### src/rtl/csr_trap_seq.sv
// Arbitrates the single CSR write port among pipeline CSR writes, trap entry and mret.
// Trap and mret run as multi-cycle write sequences that end with a one-cycle fetch redirect.
module csr_trap_seq #(
  parameter int XLEN   = 64,
  parameter int CSR_AW = 12
) (
  input  logic              clk,
  input  logic              reset,
  input  logic              trap_valid,
  output logic              trap_ready,
  input  logic [XLEN-1:0]   trap_cause,
  input  logic [XLEN-1:0]   trap_pc,
  input  logic [XLEN-1:0]   trap_tval,
  input  logic              mret_valid,
  output logic              mret_ready,
  input  logic              req_valid,
  output logic              req_ready,
  input  logic [CSR_AW-1:0] req_waddr,
  input  logic [XLEN-1:0]   req_wdata,
  input  logic [CSR_AW-1:0] pipe_raddr,
  output logic [XLEN-1:0]   pipe_rdata,
  output logic [CSR_AW-1:0] csr_raddr,
  input  logic [XLEN-1:0]   csr_rdata,
  output logic              csr_wen,
  output logic [CSR_AW-1:0] csr_waddr,
  output logic [XLEN-1:0]   csr_wdata,
  output logic              busy,
  output logic              redirect_valid,
  output logic [XLEN-1:0]   redirect_pc
);

  localparam logic [CSR_AW-1:0] A_MSTATUS = CSR_AW'(12'h300);
  localparam logic [CSR_AW-1:0] A_MTVEC   = CSR_AW'(12'h305);
  localparam logic [CSR_AW-1:0] A_MEPC    = CSR_AW'(12'h341);
  localparam logic [CSR_AW-1:0] A_MCAUSE  = CSR_AW'(12'h342);
  localparam logic [CSR_AW-1:0] A_MTVAL   = CSR_AW'(12'h343);

  typedef enum logic [2:0] {
    IDLE, T_EPC, T_CAUSE, T_TVAL, T_STAT, T_REDIR, M_STAT, M_REDIR
  } state_t;

  state_t          r_state, w_next;
  logic [XLEN-1:0] r_cause, r_pc, r_tval;
  logic [XLEN-1:0] w_stat, w_base;

  always_ff @(posedge clk or negedge reset) begin
    if (!reset) begin
      r_state <= IDLE;
      r_cause <= '0;
      r_pc    <= '0;
      r_tval  <= '0;
    end else begin
      r_state <= w_next;
      if (trap_ready) begin
        r_cause <= trap_cause;
        r_pc    <= trap_pc;
        r_tval  <= trap_tval;
      end
    end
  end

  always_comb begin
    w_next         = r_state;
    trap_ready     = 1'b0;
    mret_ready     = 1'b0;
    req_ready      = 1'b0;
    busy           = (r_state != IDLE);
    csr_raddr      = pipe_raddr;
    pipe_rdata     = '0;
    csr_wen        = 1'b0;
    csr_waddr      = '0;
    csr_wdata      = '0;
    redirect_valid = 1'b0;
    redirect_pc    = '0;
    w_stat         = csr_rdata;
    w_base         = csr_rdata & ~XLEN'(3);

    case (r_state)
      IDLE: begin
        pipe_rdata = csr_rdata;
        // Accepts are gated by reset so nothing leaks out while reset is held low.
        if (reset) begin
          if (trap_valid) begin
            trap_ready = 1'b1;
            w_next     = T_EPC;
          end else if (mret_valid) begin
            mret_ready = 1'b1;
            w_next     = M_STAT;
          end else if (req_valid) begin
            req_ready = 1'b1;
            csr_wen   = 1'b1;
            csr_waddr = req_waddr;
            csr_wdata = req_wdata;
          end
        end
      end
      T_EPC: begin
        csr_wen   = 1'b1;
        csr_waddr = A_MEPC;
        csr_wdata = r_pc;
        w_next    = T_CAUSE;
      end
      T_CAUSE: begin
        csr_wen   = 1'b1;
        csr_waddr = A_MCAUSE;
        csr_wdata = r_cause;
        w_next    = T_TVAL;
      end
      T_TVAL: begin
        csr_wen   = 1'b1;
        csr_waddr = A_MTVAL;
        csr_wdata = r_tval;
        w_next    = T_STAT;
      end
      T_STAT: begin
        csr_raddr     = A_MSTATUS;
        w_stat[7]     = csr_rdata[3];
        w_stat[3]     = 1'b0;
        w_stat[12:11] = 2'b11;
        csr_wen       = 1'b1;
        csr_waddr     = A_MSTATUS;
        csr_wdata     = w_stat;
        w_next        = T_REDIR;
      end
      T_REDIR: begin
        csr_raddr      = A_MTVEC;
        redirect_valid = 1'b1;
        // Vectored offset 4*cause[XLEN-2:0] wraps at XLEN, so only the low XLEN-2 bits survive.
        if (csr_rdata[1:0] == 2'b01 && r_cause[XLEN-1])
          redirect_pc = w_base + {r_cause[XLEN-3:0], 2'b00};
        else
          redirect_pc = w_base;
        w_next = IDLE;
      end
      M_STAT: begin
        csr_raddr     = A_MSTATUS;
        w_stat[3]     = csr_rdata[7];
        w_stat[7]     = 1'b1;
        w_stat[12:11] = 2'b00;
        csr_wen       = 1'b1;
        csr_waddr     = A_MSTATUS;
        csr_wdata     = w_stat;
        w_next        = M_REDIR;
      end
      M_REDIR: begin
        csr_raddr      = A_MEPC;
        redirect_valid = 1'b1;
        redirect_pc    = csr_rdata;
        w_next         = IDLE;
      end
      default: w_next = IDLE;
    endcase
  end

endmodule

### config.mk
export PLATFORM = sky130hd
export DESIGN_NAME = csr_trap_seq
export DESIGN_NICKNAME = d
export VERILOG_FILES = /design/src/rtl/csr_trap_seq.sv
export SDC_FILE = /design/constraint.sdc
export NUM_CORES = 1
export LEC_CHECK = 0
export ABC_CLOCK_PERIOD_IN_PS = 4840
export BUFFER_PORTS_ARGS = -buffer_cell sky130_fd_sc_hd__buf_2
export CORE_AREA = 2 2 220 222
export DETAILED_ROUTE_END_ITERATION = 10
export DIE_AREA = 0 0 222 224
export PLACE_DENSITY = 0.58
export SLEW_MARGIN = 25
export SYNTH_ARGS = -nofsm -noshare
export SYNTH_HDL_FRONTEND = slang
export SYNTH_SLANG_ARGS = --single-unit
### constraint.sdc
create_clock -name clk -period 4.84 [get_ports clk]
set_input_delay 0.968 -clock clk [delete_from_list [all_inputs] [get_ports clk]]
set_output_delay 0.968 -clock clk [all_outputs]
set_load 0.01 [all_outputs]
### After elaboration in Yosys (flattened, before gate mapping)

Cells that the tools add are included.

* register bits: 195
* output and inout bits: 222
* input bits: 349

* reductions and logical operators: 7
* add/sub/neg operators: 1
* muxes and demuxes: 32
* equal/unequal tests: 10

Operators by type and width (number)
* 2-to-1 mux 64 bit: 6
* one-hot mux 64 bit (6 select lines): 1
* one-hot mux 64 bit (2 select lines): 1
* adder 64 bit: 1
* one-hot mux 12 bit (5 select lines): 1
* 2-to-1 mux 12 bit: 4
* one-hot mux 12 bit (3 select lines): 1
* one-hot mux 3 bit (7 select lines): 1
* 2-to-1 mux 1 bit: 13
* == test 3 bit, second input constant: 4
* 2-to-1 mux 3 bit: 3
* == test 3 x 2 -> 1 bit, second input constant: 2
* OR reduction 5 bit: 1
* OR reduction 2 bit: 2
* == test 3 x 1 -> 1 bit, second input constant: 1
* zero test 3 bit: 1
* != test 3 bit, second input constant: 1
* nonzero test 3 bit: 1
* == test 2 x 1 -> 1 bit, second input constant: 1
* != test 2 bit, second input constant: 1
* one-hot mux 1 bit (2 select lines): 1
* AND reduction 2 bit: 1
* logical AND 1 bit: 1

### Logic depth before layout (Yosys ltp)

* depth in word-level cells: 5
* gate-level depth with buffers: 11

### Worst setup path before layout

OpenSTA, ideal clock, no wires.

* kind: input -> output
* from: in csr_rdata[2]
* to: out redirect_pc[48]
* arrival: 3.351 ns
* buffers on the path: 0
* path slack: 0.521 ns
* cell stages on the path: 11
* required time: 3.872 ns
* path through: ha_1 -> fa_1 -> a21o_1 -> a221oi_4 -> a211oi_4 -> o211a_1 -> a211oi_1 -> o41ai_2 -> xor2_1 -> nand2_1 -> a21oi_1

* word-level cells in the longest chain between the ends: 3

RTL lines
* start, declared: line 23 `input logic [XLEN-1:0] csr_rdata,`
* adder 64 bit: line 130 `redirect_pc = w_base + {r_cause[XLEN-3:0], 2'b00};`
* 2-to-1 mux 64 bit: line 129 `if (csr_rdata[1:0] == 2'b01 && r_cause[XLEN-1])`
* one-hot mux 64 bit (2 select lines): line 78 `case (r_state)`
* end, declared: line 29 `output logic [XLEN-1:0] redirect_pc`

Every way passes these cells.

### Worst setup path in the final report

* from: in csr_rdata[9]
* to: out redirect_pc[62]

The elaborated chain is that of the path after synthesis.

==> metrics.csv <==
stage,metric,value,unit
power,leakage power,9.396,nW
sta,Final Setup Violations,0,
place,dpl cells,2751,
clocking,Root Buffer,clkbuf_16,
place,dpl ws,-70.70,ps
global_routing,global route total overflow,0,
route,Routed WL,63850,um
setup_path,Worst R2R Setup Slack,1100,ps
route,initial detailed-routing violation count,1072,
sta,Final min period,4782,ps
clocking,total CTS buffers,17,
setup_path,CP Launch Type,input port,
layout,synthesis-to-finish area growth,33.54,%
route,via count,15330,
route,via/cell ratio,5.475,
power,Net Switching,5.875,mW
floorplan,Die Width,222,um
route,DRC,0,
global_routing,initial antenna violation count,11,
yosys,synthesized area per cell,9.349,um^2
clocking,Max clock buf depth,2,
sta,RSZ-0062 raised after global routing,yes,
power,Tot Pwr,12.64,mW
sta,worst slew pin tran,914.6,ps
clocking,CTS tree,yes,
floorplan,Core Area,47350,um^2
yosys,Synthesized Nets,1993,
setup_path,Worst R2R Path Depth,6,
power,PwrDens,639.8,nW/um^2
setup_path,CP arrival,3810,ps
setup_path,CP Max Fanout,6,
layout,Total Nets Final,2572,
sta,Final Cycle Share,0.9880,
setup_path,worst-path cell chain,buf_2 > ha_1 > buf_4 > a21oi_1 > and3_2 > a211oi_4 > o2111a_2 > a21oi_4 > buf_4 > nor3_4 > o21ai_1 > a211o_1 > nand3_1 > buf_2,
setup_path,critical path endpoint category,output pin,
yosys,Synth Register Bits,195,
setup_path,slowest cell on the critical path,a211oi_4,
yosys,synth warn,0,
setup_path,Crit path largest cell delay,440,ps
hold_path,worst-case hold path end point,r_pc[32]$_DFFE_PN0P_,
yosys,top area cells in the synthesized netlist,"dfrtp_1 (33%), mux2_2 (19%), a22oi_1 (6.0%)",
floorplan,total die area,49730,um^2
yosys,synthesized cell area,14790,um^2
clocking,worst skew pair latency,500,ps
setup_path,worst flop-to-flop path endpoint,r_cause[49]$_DFFE_PN0P_,
power,switching portion of total power,0.4649,
setup_path,CP Class,input port to output pin,
hold_path,Hold Startpoint,r_pc[32]$_DFFE_PN0P_,
layout,Util after Layout,0.4172,
power,Reg power frac,0.250,
floorplan,row count,80,
hold_path,Worst Hold Class,flip-flop to flip-flop,
yosys,largest area contributor in the netlist,dfrtp_1,
yosys,Netlist cell types,83,
sta,fin worst setup slack,58.19,ps
floorplan,die height,224,um
clocking,"Reg clk slew, reported paths",80,ps
power,Peak supply drop,0.0002856,V
power,Gate power share,0.630,
yosys,Post-synth EDFFs,0,
clocking,hold-fix buffers at CTS,0,
clocking,TritonCTS Sinks,195,
setup_path,crit path buf inv count,4,
yosys,ys flop type,dfrtp_1,
global_routing,total track usage,0.2507,
sta,worst hold margin,503.6,ps
route,Detail Route Antenna Nets,0,
setup_path,CP top delay family,compound AO/OA/AOI/OAI gates,
sta,clk_skew,10.62,ps
power,Int Pwr,6.761,mW
sta,fmax,0.2091,GHz
route,Avg WL per Cell,22.81,um
yosys,sequential area share after synthesis,0.3299,
yosys,top-area cell type share of the netlist area,0.3299,
setup_path,"Req. time, crit path",3870,ps
floorplan,I/O pin total,571,
layout,Post-Layout Cell Count,2800,
hold_path,WHS Path Cells,1,
run,max_cap viols,0,
sta,"Slew Viols, Final",0,
yosys,Post-synth ARST share,1.000,
layout,filler cell count,4782,
route,drt pass-1 iters,5,
global_routing,largest net degree at the start of global routing,131,
place,port bufs,570,
setup_path,FF-to-FF Start,r_state[0]$_DFFE_PN0P_,
layout,share of layout cells above drive strength 1,0.4765,
sta,worst rel slew slack,0.3902,
floorplan,initial core utilization,0.3124,
global_routing,number of global-route vias before repair,15290,
global_routing,global-route wire length before repair,93770,um
power,Clk pwr share,0.120,
place,detailed placement HPWL,48750,um
sta,Final Hold Vio Count,0,
place,routability cong.,0.8917,
yosys,Synth Instances,1582,
status,outcome,"complete, no violations",
clocking,H-tree depth,4,
layer usage:
metal | track usage | vias to the layer above | part of all wire
met5 | 0 | - | 0
met4 | 0.09786 | 0 | 0.029
met3 | 0.05115 | 88 | 0.061
met2 | 0.4175 | 635 | 0.48
met1 | 0.3192 | 7537 | 0.43
li1 | - | 7069 | -
flip-flops by register name (all words and copies together), names as in the netlist:
signal and cells:
r_cause 64, r_tval 64, r_state 3, r_pc 64
logic make-up after synthesis:
family | Yosys count | share of synthesized area
AOI/OAI and AO/OA | 510 | 0.2309
and+or+nand+nor | 379 | 0.1285
muxes | 254 | 0.1933
DFF | 195 | 0.3299
buffers and inverters | 143 | 0.04137
adders and majority gates | 62 | 0.05296
xor gates and xnor gates | 39 | 0.02309
cell usage after synthesis (25+ instances only):
master	instances
mux2_2	253
nand3_1	28
inv_1	25
nand2_1	136
a21o_1	37
a21oi_1	123
nor2_1	49
dfrtp_1	195
a22oi_1	118
clkbuf_1	77
and2_1	73
o21ai_0	101
ha_1	61
buf_2	25
worst max path at each step:
stage                 endpoint  cells past startpoint          start  slack, ps
3_3_place_gp   redirect_pc[63]                     13  csr_rdata[17]       -140
3_5_place_dp   redirect_pc[63]                     13  csr_rdata[17]        -70
4_1_cts        redirect_pc[61]                     14  csr_rdata[12]         10
2_1_floorplan  redirect_pc[48]                     11   csr_rdata[2]        520
5_1_grt        redirect_pc[61]                     14  csr_rdata[14]        -50
6_report       redirect_pc[62]                     14   csr_rdata[9]         60
power groups by stage:
stage	registers [mW]	logic, mW	clock network [mW]
finish	3.16	7.96	1.51
global placement	3.14	7.62	0
floorplan	2.78	5.10	0
CTS	3.15	7.79	1.56
global route	3.27	8.62	1.62
detailed placement	3.19	7.69	0
repair_timing:
item | CTS | global route
resized for setup | 8 | 53
pin swaps | 3 | 24
cloned | 0 | 0
buffers inserted | 2 | 5
endpoints found under the setup margin | 10 | 31
cell type report:
| type | instances | area (um^2) | area share |
|---|---|---|---|
| Clock buffer | 17 | 425.4 | 0.02154 |
| Clock inverter | 15 | 158.9 | 0.008045 |
| Inverter | 26 | 101.3 | 0.005131 |
| Antenna cell | 11 | 27.53 | 0.001394 |
| Sequential cell | 195 | 4891 | 0.2476 |
| Timing Repair Buffer | 677 | 3760 | 0.1904 |
| Multi-Input combinational cell | 1244 | 9618 | 0.4870 |
| Tap cell | 615 | 769.5 | 0.03896 |
metrics by stage:
| step | TNS (ps) | instance area (um^2) |
|---|---|---|
| after floorplan | 0 | 14790 |
| after global placement | -543.7 | 18790 |
| after detailed placement | -131.3 | 18790 |
| after CTS | 0 | 19420 |
| after global routing | -185.5 | 19750 |
| final | 0 | 19750 |
cell usage in the layout (no fill, tap or decap), drive strengths merged, types with 6 or more instances in the layout:
| master | Yosys | routed |
|---|---|---|
| a22oi | 118 | 118 |
| and3 | 14 | 14 |
| o21bai | 17 | 17 |
| xnor2 | 23 | 23 |
| dfrtp | 195 | 195 |
| nor3 | 21 | 21 |
| or3 | 6 | 6 |
| clkbuf | 78 | 17 |
| nand4 | 12 | 12 |
| o211ai | 11 | 11 |
| o22ai | 6 | 6 |
| o21ai | 110 | 110 |
| ha | 61 | 61 |
| buf | 38 | 677 |
| inv | 25 | 34 |
| diode | 0 | 11 |
| nor2 | 49 | 49 |
| nand2 | 136 | 136 |
| xor2 | 16 | 16 |
| mux2 | 253 | 253 |
| a211oi | 9 | 9 |
| a21boi | 6 | 6 |
| nor2b | 14 | 14 |
| a31oi | 13 | 13 |
| nand3 | 28 | 28 |
| a21oi | 125 | 125 |
| and2 | 74 | 74 |
| a21o | 38 | 38 |
Note: power is estimated with default switching activity, not from simulation.
